[config.mk]
export PLATFORM = sky130hd
export DESIGN_NAME = sdram_pro_arbit
export DESIGN_NICKNAME = d
export VERILOG_FILES = /design/src/rtl/sdram_pro_arbit.sv
export SDC_FILE = /design/constraint.sdc
export NUM_CORES = 1
export LEC_CHECK = 0
export ABC_CLOCK_PERIOD_IN_PS = 1500
export CORE_ASPECT_RATIO = 1.2
export CORE_MARGIN = 10
export CORE_UTILIZATION = 35
export DETAILED_ROUTE_END_ITERATION = 10
export DONT_BUFFER_PORTS = 1
export HOLD_SLACK_MARGIN = 0.12
export PLACE_DENSITY = 0.53
export SLEW_MARGIN = 25
export SYNTH_ARGS = -nofsm -noshare
export SYNTH_HDL_FRONTEND = slang
export SYNTH_SLANG_ARGS = --single-unit
[constraint.sdc]
create_clock -name sys_clk -period 1.5 [get_ports sys_clk]
set_input_delay 0.15 -clock sys_clk [delete_from_list [all_inputs] [get_ports sys_clk]]
set_output_delay 0.15 -clock sys_clk [all_outputs]
set_load 0.02 [all_outputs]
[src/rtl/sdram_pro_arbit.sv]
// SDRAM command arbiter: init owns the bus until init_end, then refresh > write > read.
// Optional `ARBIT_RR_WR_RD_EN` alternates write/read when both are pending.
module sdram_pro_arbit #(
  parameter int unsigned DATA_W = 16,
  parameter int unsigned ADDR_W = 12
) (
  input  logic              sys_clk,
  input  logic              sys_rst,
  input  logic              init_end,
  input  logic [3:0]        init_cmd,
  input  logic [ADDR_W-1:0] init_addr,
  input  logic [1:0]        init_bank,
  input  logic              aref_req,
  input  logic              aref_end,
  input  logic [3:0]        aref_cmd,
  input  logic [ADDR_W-1:0] aref_addr,
  input  logic [1:0]        aref_bank,
  input  logic              wr_req,
  input  logic              wr_end,
  input  logic [3:0]        wr_cmd,
  input  logic [ADDR_W-1:0] wr_addr,
  input  logic [1:0]        wr_bank,
  input  logic              wr_sdram_en,
  input  logic [DATA_W-1:0] wr_sdram_data,
  input  logic              rd_req,
  input  logic              rd_end,
  input  logic [3:0]        rd_cmd,
  input  logic [ADDR_W-1:0] rd_addr,
  input  logic [1:0]        rd_bank,
  output logic              aref_en,
  output logic              wr_en,
  output logic              rd_en,
  output logic              sdram_cke,
  output logic [3:0]        sdram_cmd,
  output logic [ADDR_W-1:0] sdram_addr,
  output logic [1:0]        sdram_ba,
  output logic [DATA_W-1:0] sdram_dq_out,
  output logic              sdram_dq_oe
);

  localparam logic [2:0] INIT  = 3'd0;
  localparam logic [2:0] ARBIT = 3'd1;
  localparam logic [2:0] AREF  = 3'd2;
  localparam logic [2:0] WRITE = 3'd3;
  localparam logic [2:0] READ  = 3'd4;

  localparam logic [3:0] CMD_NOP = 4'b0111;

  logic [2:0]        state_q, state_d;
  logic [3:0]        cmd_d;
  logic [ADDR_W-1:0] addr_d;
  logic [1:0]        ba_d;

`ifdef ARBIT_RR_WR_RD_EN
  logic last_wr_q, last_wr_d;
`endif

  always_comb begin
    state_d = state_q;
    unique case (state_q)
      INIT:  if (init_end) state_d = ARBIT;
      ARBIT: begin
        if (aref_req) begin
          state_d = AREF;
        end else if (wr_req && rd_req) begin
`ifdef ARBIT_RR_WR_RD_EN
          state_d = last_wr_q ? READ : WRITE;
`else
          state_d = WRITE;
`endif
        end else if (wr_req) begin
          state_d = WRITE;
        end else if (rd_req) begin
          state_d = READ;
        end
      end
      AREF:  if (aref_end) state_d = ARBIT;
      WRITE: if (wr_end) state_d = ARBIT;
      READ:  if (rd_end) state_d = ARBIT;
      default: state_d = INIT;
    endcase
  end

`ifdef ARBIT_RR_WR_RD_EN
  always_comb begin
    last_wr_d = last_wr_q;
    if (state_q == ARBIT && state_d == WRITE) last_wr_d = 1'b1;
    if (state_q == ARBIT && state_d == READ)  last_wr_d = 1'b0;
  end
`endif

  // Pin mux follows the current owner; the register stage adds the one-cycle latency.
  always_comb begin
    cmd_d  = CMD_NOP;
    addr_d = '1;
    ba_d   = 2'b11;
    case (state_q)
      INIT: begin
        cmd_d  = init_cmd;
        addr_d = init_addr;
        ba_d   = init_bank;
      end
      AREF: begin
        cmd_d  = aref_cmd;
        addr_d = aref_addr;
        ba_d   = aref_bank;
      end
      WRITE: begin
        cmd_d  = wr_cmd;
        addr_d = wr_addr;
        ba_d   = wr_bank;
      end
      READ: begin
        cmd_d  = rd_cmd;
        addr_d = rd_addr;
        ba_d   = rd_bank;
      end
      default: ;
    endcase
  end

  always_ff @(posedge sys_clk) begin
    if (sys_rst) begin
      state_q      <= INIT;
      sdram_cmd    <= CMD_NOP;
      sdram_addr   <= '1;
      sdram_ba     <= 2'b11;
      sdram_dq_out <= '0;
      sdram_dq_oe  <= 1'b0;
`ifdef ARBIT_RR_WR_RD_EN
      last_wr_q    <= 1'b0;
`endif
    end else begin
      state_q    <= state_d;
      sdram_cmd  <= cmd_d;
      sdram_addr <= addr_d;
      sdram_ba   <= ba_d;
      if (state_q == WRITE) begin
        sdram_dq_out <= wr_sdram_data;
        sdram_dq_oe  <= wr_sdram_en;
      end else begin
        sdram_dq_oe  <= 1'b0;
      end
`ifdef ARBIT_RR_WR_RD_EN
      last_wr_q <= last_wr_d;
`endif
    end
  end

  assign aref_en   = (state_q == AREF);
  assign wr_en     = (state_q == WRITE);
  assign rd_en     = (state_q == READ);
  assign sdram_cke = 1'b1;

endmodule

# Yosys cells after proc, flatten, opt, wreduce, memory -nomap -nowiden
# Index checks and enable logic that the tools add are counted.
# op_classes
eq_ne,9
mux,12
n_bitwise,1
reduce_logical,4
# op_table
cell,count
$pmux 12 s4,1
$mux 3,8
$pmux 4 s4,1
$pmux 3 s5,1
$ne 2x2->1 const B,4
$pmux 2 s4,1
$eq 3x2->1 const B,2
$ne 5x5->1 const B,1
$reduce_and 5->1,1
$eq 3x1->1 const B,1
$eq 3x3->1 const B,1
$logic_not 3->1,1
$reduce_or 2->1,1
$logic_and 1x1->1,1
$not 1->1,1
# word_totals
reg_bits,38
inputBits,98
out_inout_bits,39
elab_cells,32

# Depth between registers and ports, before layout
# depth
depth_word,5
depth_mapped,6
mapped_depth_nobuf,4

# Worst setup path after synthesis
# No wires, ideal clock.
# synth_path
kind,register to output
from,reg state_q[0]
to,out aref_en
arrival_ns,1.286
required_ns,1.350
slack_ns,0.064
stages_incl_launch_ff,5
n_path_buf,3
cell_sequence,dfxtp_1 > buf_2 > clkbuf_1 > buf_2 > nor3_1
# synth_via
elab_chain_len,1
# synth_lines
item,line,rtl
from (decl),49,"logic [2:0] state_q, state_d;"
from (signal assigned),134,state_q <= state_d;
$eq 3x2->1,150,assign aref_en = (state_q == AREF);
to (decl),30,"output logic aref_en,"
# Every way passes these cells.

# Worst setup path after layout
# layout_path
from,reg state_q[0]
to,out rd_en
# layout_via
elab_chain_len,1
# layout_lines
item,line,rtl
$eq 3x3->1,152,assign rd_en = (state_q == READ);
to (decl),32,"output logic rd_en,"
# Every way passes these cells.

==> flow_summary_export.csv <==
group,metric,value,unit
outcome,status,"finished clean",
timing,period_share,0.956,
route,routedWlPerCell,20.3,um
global_routing,overflow,0,
die,core.rowCount,28,
timing,grt_setup_unrepaired,"false",
global_routing,grt_max_degree,36,
timing,final-hold-violation-count,0,
synthesis,ys_seq_area_frac,0.411,
critical_path,cp_data_required_time,1.35,ns
synthesis,mappedNetlistArea,1850,sq um
placement,io_buffers,0,
route,first_iter_violations,70,
synthesis,avgSynthCellArea,8.69,sq um
pwr,ir_worst_vdd,424,uV
layout,fin_nets,382,
route,num_vias,1860,
die,dieArea,8610,sq um
synthesis,synth_cells,213,
run,cap_violations,0,
critical_path,arrival,1.28,ns
critical_path,criticalPathCategory,"flip-flop to primary output",
clocking,clk_pin_slew_worst_paths,0.08,ns
critical_path,end_kind,"primary output",
clocking,cts-root-buf,"clkbuf_8",
route,firstDrtPassIters,4,
route,drc,0,
synthesis,synth_top_area_cell,"dfxtp_1",
hold_path,hold_path.class,"primary input to flip-flop",
synthesis,ys_warn_count,0,
synthesis,synth_most_common_cell,"nand2_1",
clocking,cts_num_sinks,38,
pwr,p_leak,1.04,nW
timing,setup_tns,0,ns
critical_path,timing.rr.end,"state_q[2]$_SDFFE_PP0P_",
die,ios,137,
synthesis,synthTopCellsByArea,"dfxtp_1, nand2_1, mux2i_1, a21oi_1, a22oi_1",
synthesis,synth_common_cells,"nand2_1, dfxtp_1, a21oi_1",
synthesis,async_flop_share,0,
synthesis,synthDistinctLibCells,39,
clocking,clk_path_buf_depth,2,
clocking,cts_tree,"done",
die,die_height,99.7,um
placement,hpwl,4830,um
route,postRouteAntennaNets,0,
clocking,clock_latency,0.28,ns
synthesis,synth_edf_count,0,
timing,period_needed,1.43,ns
timing,finalClockSkew,0.00225,ns
hold_path,min_from,"sys_rst",
global_routing,track_usage,0.155,
critical_path,r2r_cells,4,
critical_path,cp_max_fo,14,
route,routed_wl,7010,um
die,dieWidth,86.4,um
synthesis,synth.top_cell.area_share,0.411,
synthesis,synth-seq-cells,38,
pwr,p_per_area,1040,nW/um^2
die,core,5040,sq um
hold_path,holdPathEnd,"state_q[0]$_SDFFE_PP0P_",
die,initial_utilization,0.367,
timing,setup_viol,0,
global_routing,grt_pass1_vias,2075,
synthesis,synth_nets,311,
global_routing,grt_pass1_wl,10800,um
critical_path,reg2reg_from,"state_q[2]$_SDFFE_PP0P_",
clocking,numCtsBuffers,5,
layout,drive_gt1_frac,0.165,
placement,gp_congestion,0.780,
route,vias_per_cell,5.39,
timing,fmax,697,MHz
critical_path,startpoint_type,"flip-flop",
global_routing,antenna_found_initial,0,
layout,area_growth,51.4,%
layout,n_antenna_cell,0,
critical_path,reg2reg_slack,0.13,ns
timing,slew_violations,0,
hold_path,holdPathStages,2,
clocking,htreeDepth,2,
pwr,total_power,2.93,mW
synthesis,ys.flop_type,"dfxtp_1",
==> final cells by class <==
class	count	area, sq um
tap	60	75.1
fill	458	2240
timing repair buffer	83	836
clock buffer	6	82.6
sequential	38	766
multi-input combinational	152	965
inverter	4	20.0
clock inverter	2	60.1
==> report_power, final <==
group	internal (mW)	switching, mW
sequential	1.09	0.138
combinational	0.353	0.273
clock	0.710	0.364
total	2.15	0.776
==> worst max path at each step <==
stage	startpoint	endpoint	slack [ns]	depth (start not counted)
after floorplan	state_q[0]$_SDFFE_PP0P_	aref_en	0.06	4
after global placement	state_q[1]$_SDFFE_PP0P_	sdram_ba[1]$_SDFF_PP1_	0.12	4
after detailed placement	state_q[1]$_SDFFE_PP0P_	sdram_ba[1]$_SDFF_PP1_	0.09	4
after CTS	state_q[1]$_SDFFE_PP0P_	aref_en	0.003	4
after global routing	state_q[0]$_SDFFE_PP0P_	rd_en	0.01	4
final	state_q[0]$_SDFFE_PP0P_	rd_en	0.07	4
==> metal layers <==
metal  wire length, um  vias up  global-route usage
li1                  -      894                   -
met1              2510      853               0.159
met2              3710      101               0.276
met3               636       12              0.0604
met4               155        0              0.0537
met5                 0        -                   0
==> registers in the layout, indices dropped and copies added, names as in the netlist <==
register,count
state_q,3
sdram_dq_out,16
sdram_addr,12
sdram_cmd,4
sdram_ba,2
sdram_dq_oe,1
==> cell usage in the layout (no fill, tap or decap), types with 6 or more instances in the layout <==
master / netlist / routed
dlygate4sd3_1: 0 / 63
nand2_1: 44 / 44
dfxtp_1: 38 / 36
a21oi_1: 25 / 25
buf_4: 5 / 16
mux2i_1: 15 / 15
a22oi_1: 10 / 10
o21ai_0: 7 / 7
mux2_2: 6 / 6
clkbuf_8: 0 / 6
==> cells by family after synthesis <==
| logic type | count (synthesis) | synth area share |
|---|---|---|
| DFF | 38 | 0.411 |
| other | 1 | 0.00203 |
| AOI/OAI and AO/OA | 65 | 0.226 |
| and+or+nand+nor | 64 | 0.167 |
| buffers and inverters | 23 | 0.0689 |
| muxes | 22 | 0.126 |
==> timing repair <==
item	4_1_cts	5_1_grt
buffers inserted	3	0
hold buffers	62	2
endpoints found under the setup margin	3	2
hold endpoints to repair	38	1
gates cloned	0	1
pin swaps	1	0
gates resized for setup	4	2
==> critical path, stage by stage, from the launching register on <==
cell     delay (ns)
dfxtp_2        0.40
buf_12         0.16
nor2_4         0.04
buf_4          0.16
and2_2         0.24
==> stage by stage <==
step / utilization / setup WS [ns] / hold WS [ns] / instances / cell area [sq um]
final: 0.556 / 0.0659 / 0.130 / 345 / 2800
after global routing: 0.556 / 0.0119 / 0.145 / 345 / 2800
after CTS: 0.546 / 0.00274 / 0.121 / 342 / 2760
after detailed placement: 0.387 / 0.0881 / 0.229 / 269 / 1950
after global placement: 0.387 / 0.121 / 0.225 / 269 / 1950
after floorplan: - / 0.0639 / 0.283 / 213 / 1850
No activity file was read; power rests on OpenSTA's default activity.
